[config.mk]
export PLATFORM = sky130hd
export DESIGN_NAME = palindrome_gen
export DESIGN_NICKNAME = d
export VERILOG_FILES = /design/src/rtl/palindrome_gen.sv
export SDC_FILE = /design/constraint.sdc
export NUM_CORES = 1
export LEC_CHECK = 0
export BUFFER_PORTS_ARGS = -buffer_cell sky130_fd_sc_hd__buf_4
export CORE_MARGIN = 4
export CORE_UTILIZATION = 56
export CTS_CLUSTER_SIZE = 25
export DETAILED_ROUTE_END_ITERATION = 8
export GPL_ROUTABILITY_DRIVEN = 1
export PLACE_DENSITY = 0.85
export SLEW_MARGIN = 20
export SYNTH_ARGS = -nofsm -noshare
export SYNTH_HDL_FRONTEND = slang
export SYNTH_SLANG_ARGS = --single-unit
[constraint.sdc]
create_clock -name clk -period 5.21 [get_ports clk]
set_input_delay 0.521 -clock clk [delete_from_list [all_inputs] [get_ports clk]]
set_output_delay 0.521 -clock clk [all_outputs]
set_load 0.05 [all_outputs]
[src/rtl/palindrome_gen.sv]
// Builds the 5-digit decimal palindrome "abcba" from a 3-digit seed "abc".
// Digits are extracted by repeated subtraction, so no divider is needed.
module palindrome_gen (
  input  logic        clk,
  input  logic        rst_n,
  input  logic        in_valid,
  output logic        in_ready,
  input  logic [9:0]  seed,
  output logic        out_valid,
  input  logic        out_ready,
  output logic [15:0] palindrome,
  output logic        range_err
);

  typedef enum logic [2:0] {IDLE, HUND, TENS, BUILD, DONE} state_t;

  state_t     state;
  logic [9:0] rem;
  logic [3:0] a;
  logic [3:0] b;
  logic [3:0] c;

  // Weighted sum a*10001 + b*1010 + c*100 held at 17 bits before truncation.
  function automatic logic [16:0] pal_sum(input logic [3:0] a_d,
                                          input logic [3:0] b_d,
                                          input logic [3:0] c_d);
    pal_sum = 17'(a_d) * 17'd10001 + 17'(b_d) * 17'd1010 + 17'(c_d) * 17'd100;
  endfunction

  always_ff @(posedge clk) begin
    if (!rst_n) begin
      state      <= IDLE;
      in_ready   <= 1'b1;
      out_valid  <= 1'b0;
      range_err  <= 1'b0;
      palindrome <= 16'd0;
      rem        <= 10'd0;
      a          <= 4'd0;
      b          <= 4'd0;
      c          <= 4'd0;
    end else begin
      case (state)
        IDLE: begin
          if (in_valid) begin
            rem      <= seed;
            a        <= 4'd0;
            b        <= 4'd0;
            in_ready <= 1'b0;
            // Seeds of 655 and above would produce a value beyond 16 bits.
            if (seed >= 10'd655) begin
              state      <= DONE;
              range_err  <= 1'b1;
              palindrome <= 16'd0;
              out_valid  <= 1'b1;
            end else begin
              state <= HUND;
            end
          end
        end
        HUND: begin
          if (rem >= 10'd100) begin
            rem <= rem - 10'd100;
            a   <= a + 4'd1;
          end else begin
            state <= TENS;
          end
        end
        TENS: begin
          if (rem >= 10'd10) begin
            rem <= rem - 10'd10;
            b   <= b + 4'd1;
          end else begin
            c     <= rem[3:0];
            state <= BUILD;
          end
        end
        BUILD: begin
          palindrome <= 16'(pal_sum(a, b, c));
          range_err  <= 1'b0;
          out_valid  <= 1'b1;
          state      <= DONE;
        end
        DONE: begin
          if (out_ready) begin
            out_valid <= 1'b0;
            in_ready  <= 1'b1;
            state     <= IDLE;
          end
        end
        default: begin
          state    <= IDLE;
          in_ready <= 1'b1;
        end
      endcase
    end
  end

endmodule

# After elaboration in Yosys (flattened, before gate mapping)
# Index checks and enable logic that the tools add are counted.
# totals
rom_bits	0
register_bits	44
wordCells	75
n_memories	0
out_inout_bits	19
input_bits	14
mem_bits_rw	0
latch_bits	0
# op_classes
eq_ne	11
mul	3
add_sub_neg	6
n_shift	0
reduce_logical	15
mux	26
n_bitwise	2
n_lt_le_gt_ge	3
n_div	0
# ops
cell	count
16-bit two-way mux	2
16-bit one-hot mux with 2 select lines	1
10-bit two-way mux	3
10-bit one-hot mux with 3 select lines	1
16-bit by 11-bit adder with 16-bit output	1
16-bit by 14-bit adder with 16-bit output	1
4-bit by 14-bit multiplier with 16-bit output (second input constant)	1
4-bit one-hot mux with 2 select lines	2
3-bit two-way mux	5
3-bit one-hot mux with 5 select lines	1
2-bit inequality test (second input constant)	7
4-bit by 9-bit multiplier with 13-bit output (second input constant)	1
4-bit two-way mux	3
3-bit AND reduction	4
4-bit AND reduction	3
10-bit >= comparator (second input constant)	1
10-bit by 4-bit >= comparator with 1-bit output (second input constant)	1
10-bit by 7-bit >= comparator with 1-bit output (second input constant)	1
10-bit by 4-bit subtractor with 10-bit output (second input constant)	1
10-bit by 7-bit subtractor with 10-bit output (second input constant)	1
4-bit by 5-bit multiplier with 9-bit output (second input constant)	1
4-bit by 1-bit adder with 4-bit output (second input constant)	2
3-bit by 2-bit equality test with 1-bit output (second input constant)	2
1-bit one-hot mux with 3 select lines	2
10 further kinds	18

# Depth between registers and ports, before layout
# logic_depth
word_depth	4
ltp_mapped	21
ltp_nobuf	20

# Worst setup path before layout
# Ideal clock, no wire load.
# synth_timing
kind	flip-flop to flip-flop
startpoint	reg b[1]
endpoint	reg palindrome[15]
path_stages_with_launch	21
setup_ps	117
required_ps	5093
t_arrival_ps	5208
n_path_buf	0
slack_ps	-115
cell_sequence	dfxtp_1 > fa_1 > inv_1 > fa_1 > inv_1 > ha_1 > a21o_1 > a21o_1 > a211o_1 > a2111o_1 > o311ai_1 > ha_1 > ha_1 > or2_2 > fa_1 > ha_1 > a21oi_1 > o221a_2 > o31ai_1 > xnor2_1 > a22o_1
# synth_between
elab_chain_len	4
# synth_lines
item	line_no	text
start: declaration	20	logic [3:0] b;
start signal: assignment	71	b <= b + 4'd1;
4-bit by 9-bit multiplier with 13-bit output	27	pal_sum = 17'(a_d) * 17'd10001 + 17'(b_d) * 17'd1010 + 17'(c_d) * 17'd100;
16-bit by 14-bit adder with 16-bit output	27	
16-bit by 11-bit adder with 16-bit output	27	
16-bit one-hot mux with 2 select lines	42	case (state)
end signal: assignment	78	palindrome <= 16'(pal_sum(a, b, c));
end: declaration	11	output logic [15:0] palindrome,
# Every way passes these cells.
# A chain may end at the register's enable or synchronous reset.

# Worst setup path in the final report
# layout_timing
startpoint	reg b[3]
endpoint	reg palindrome[15]
# Same word-level chain as after synthesis.

==> impl_results.rst <==
.. list-table::
   :header-rows: 1

   * - Metric
     - Value
   * - ANT cells
     - 0
   * - Footprint of the flip-flops and latches
     - 883 sq um
   * - Flop-to-flop setup slack
     - 80 ps
   * - Estimated wirelength of the detail-placed design
     - 8260 um
   * - Antenna Nets Post-Route
     - 0
   * - R2R Path End
     - palindrome[15]
   * - Clock tree root buffer cell
     - clkbuf_8
   * - Pwr per Cell Area
     - 328 mW/mm^2
   * - Overall fraction of global-route tracks in use
     - 22.3%
   * - Total Power Consumption
     - 0.00164 W
   * - Number of buffers inserted by port buffering
     - 32
   * - Total iterations of the first detailed-routing run
     - 5
   * - Worst R2R Path Depth
     - 20
   * - Post-detailed-route wirelength per cell
     - 16.4 um
   * - Die Width
     - 97.0 um
   * - Die area
     - 0.00941 sq mm
   * - Fraction of registers with async set/reset
     - 0%
   * - Ports placed on the boundary
     - 33
   * - Hold-critical path depth
     - 2
   * - Average cell area after synthesis
     - 8.98 sq um
   * - Source of the worst hold timing path
     - range_err
   * - Final RePlAce weighted congestion
     - 0.957
   * - Number of buffers inserted for hold repair after clock tree synthesis
     - 0
   * - Sort of element at the end of the critical path
     - flop
   * - Category of the worst setup path launch point
     - flop
   * - Initial Utilization
     - 57.4%
   * - Met1 layer wirelength in the final routing
     - 4650 um
   * - First-pass GRT wire length
     - 17800 um
   * - Setup repair after global routing missed its margin
     - true
   * - Measured slew at the worst slew-check pin
     - 973 ps
   * - Number of flops mapped to enable cells by yosys
     - 0
   * - LEAKAGE
     - 2.47 nW
   * - Met3 wire len
     - 622 um
   * - Cell count after synthesis
     - 494
   * - Total core area
     - 0.00773 sq mm
   * - Highest Clock Rate
     - 0.195 GHz
   * - Worst Hold Path EP
     - range_err
   * - Number of design rule violations left after detail routing
     - 0
   * - CTS clock-pin slew for the worst setup and hold paths
     - 100 ps
   * - Sink count of the clock tree
     - 44
   * - Setup violation total in the final timing report
     - 0
   * - CTS max path bufs
     - 2
   * - Critical Path RT
     - 5410 ps
   * - Final net count
     - 636
   * - Vias in the first global route
     - 3757
   * - Outcome
     - finished clean
   * - Initial antenna violation count
     - 0
   * - Max capacitance violation total
     - 0
   * - Final-report max-slew violation count
     - 0
   * - Source of the worst register-to-register timing path
     - b[3]
   * - Hold Slack
     - 467 ps
   * - Dominant register cell in the synthesized netlist
     - dfxtp_1
   * - Number of cell rows
     - 32
   * - Headroom to the max-slew limit
     - 35.1%
   * - Area of the multi-input gates
     - 0.00330 sq mm
   * - Vias per Instance
     - 6.01
   * - Global-route congestion overflow total
     - 0
   * - Register bit total from synthesis
     - 44
   * - Number of CTS-inserted buffers
     - 5
   * - Highest routing layer actually used
     - met4
   * - Total vias in the final route
     - 3821
   * - Share of layout cells above drive strength 1
     - 16.7%
   * - Final Critical Period
     - 5130 ps
   * - Syn Nets
     - 597
   * - Peak supply drop
     - 0.000300 V
   * - Die Height
     - 97.0 um
   * - Post-route worst setup slack
     - 80.7 ps
   * - Number of warning messages in the yosys log
     - 0
   * - CTS tree
     - done
   * - Critical Setup Path Class
     - flop to flop
   * - Maximum level of the CTS H-tree
     - 2
   * - Finished Core Util
     - 64.7%
   * - Area growth, synth to finish
     - 12.8%
   * - Critical path peak fanout
     - 4
   * - Worst Skew
     - 11.1 ps
   * - Final count of hold timing violations
     - 0
   * - Clk_lat worst skew
     - 310 ps
   * - Number of distinct library cell variants in the gate-level netlist after synthesis
     - 79
   * - Fraction of the cycle the final worst path needs
     - 98.5%
   * - Total standard cell area after synthesis
     - 0.00444 sq mm
   * - Largest net degree at the start of global routing
     - 26
   * - Number of fill cells in the layout
     - 610
   * - Post-placement setup slack
     - -77.1 ps
   * - Post-Route WL
     - 10400 um
   * - Min-delay worst type
     - flop to flop
   * - Proportion of synthesized chip area in sequential cells
     - 19.9%
   * - Arr. time, crit path
     - 5330 ps
   * - Routed length on met2
     - 4970 um
   * - Number of DRC markers after the initial detailed-route iteration
     - 240
==> critical path: stages, from the launching register on <==
cell	delay [ps]
dfxtp_2	340
fa_1	570
inv_2	60
fa_1	500
inv_2	50
ha_4	250
a21o_1	160
a21o_1	170
a211o_1	280
a2111o_1	390
o311ai_2	90
ha_1	280
ha_2	180
or2_4	230
fa_1	470
ha_4	300
nand2_1	80
o221a_2	290
o31ai_2	60
xnor2_1	90
a22o_1	190
==> cell usage after synthesis, types with 6 or more instances <==
library cell	number	area (sq um)
a21o_1	12	90.1
a21oi_1	38	190
a22o_1	12	105
dfxtp_1	44	881
fa_1	23	460
ha_1	66	826
inv_1	65	244
nand2_1	29	109
nand3_1	8	40.0
nor2_1	22	82.6
nor2b_1	6	37.5
nor3_1	9	45.0
o21ai_0	15	75.1
o31ai_1	6	45.0
xnor2_1	12	105
xor2_1	9	78.8
==> cells in the final DEF (no fill, tap or decap), types with 3 or more instances in the layout <==
cell type  count
inv_1         63
ha_1          62
buf_4         44
dfxtp_1       42
a21oi_1       35
nand2_1       29
fa_1          23
nor2_1        22
o21ai_0       14
a21o_1        12
xnor2_1       12
a22o_1        12
xor2_1         9
nor3_1         9
nand3_1        8
nor2b_1        6
o31ai_1        5
a211oi_1       5
or3_1          5
clkbuf_8       5
a21oi_2        4
a211o_1        4
a31oi_1        4
nand4_1        4
o311ai_1       4
a22oi_1        4
nand3b_1       4
a221oi_1       3
nor3_4         3
and2_1         3
and3_1         3
nand2b_1       3
o22ai_1        3
==> report_power, final <==
group          total, W  switching (W)  internal (W)
registers      0.000510       0.000121      0.000389
clock network  0.000279       0.000134      0.000145
logic          0.000853       0.000521      0.000332
==> cells by family (layout without fill, tap and decap cells) <==
group | after synthesis | in the layout | share of synthesized area (%)
compound gates | 142 | 142 | 23.6
simple gates | 116 | 116 | 14.8
fa+ha+maj | 89 | 89 | 29.0
buf+inv | 77 | 117 | 7.39
flops | 44 | 44 | 19.9
xor+xnor | 21 | 21 | 4.15
mux | 5 | 5 | 1.21
==> flip-flops by register name, indices dropped and copies added, names as in the netlist <==
| register | flops |
|---|---|
| a | 4 |
| b | 4 |
| c | 4 |
| in_ready | 1 |
| out_valid | 1 |
| palindrome | 16 |
| range_err | 1 |
| rem | 10 |
| state | 3 |
==> metrics by stage <==
step | instance area (sq um) | TNS, ps | std cells
floorplan | 4460 | 0 | 494
global placement | 4820 | 0 | 626
detailed placement | 4820 | -77.1 | 626
CTS | 4960 | 0 | 635
global route | 5000 | -227 | 636
finish | 5000 | 0 | 636
==> how the worst max path moves through the flow <==
stage | startpoint | to | slack (ps) | cells past startpoint
after floorplan | b[3] | palindrome[15] | 40 | 20
after global placement | b[3] | palindrome[15] | 30 | 20
after detailed placement | b[3] | palindrome[15] | -80 | 20
after CTS | b[2] | palindrome[15] | 10 | 20
after global routing | b[3] | palindrome[15] | -90 | 20
final | b[3] | palindrome[15] | 80 | 20
==> routing by layer <==
layer	global-route usage [%]	up-vias
met2	36.6	138
met4	7.24	0
li1	-	1848
met1	30.2	1817
met5	0	-
met3	3.17	18
==> area by class of cell <==
cell class,instances,area share [%]
multi-input cells,373,66.0
inverters,65,4.88
clock inverters,3,0.925
well taps,102,2.55
repair buffers,44,6.60
flip-flops and latches,44,17.7
clock buffers,5,1.38
==> repair_timing <==
item | 4_1_cts | 5_1_grt
buffers inserted | 1 | 1
resized for setup | 5 | 9
endpoints found under the setup margin | 2 | 4
pin swaps | 9 | 6
Power figures use the tool's default switching activity.
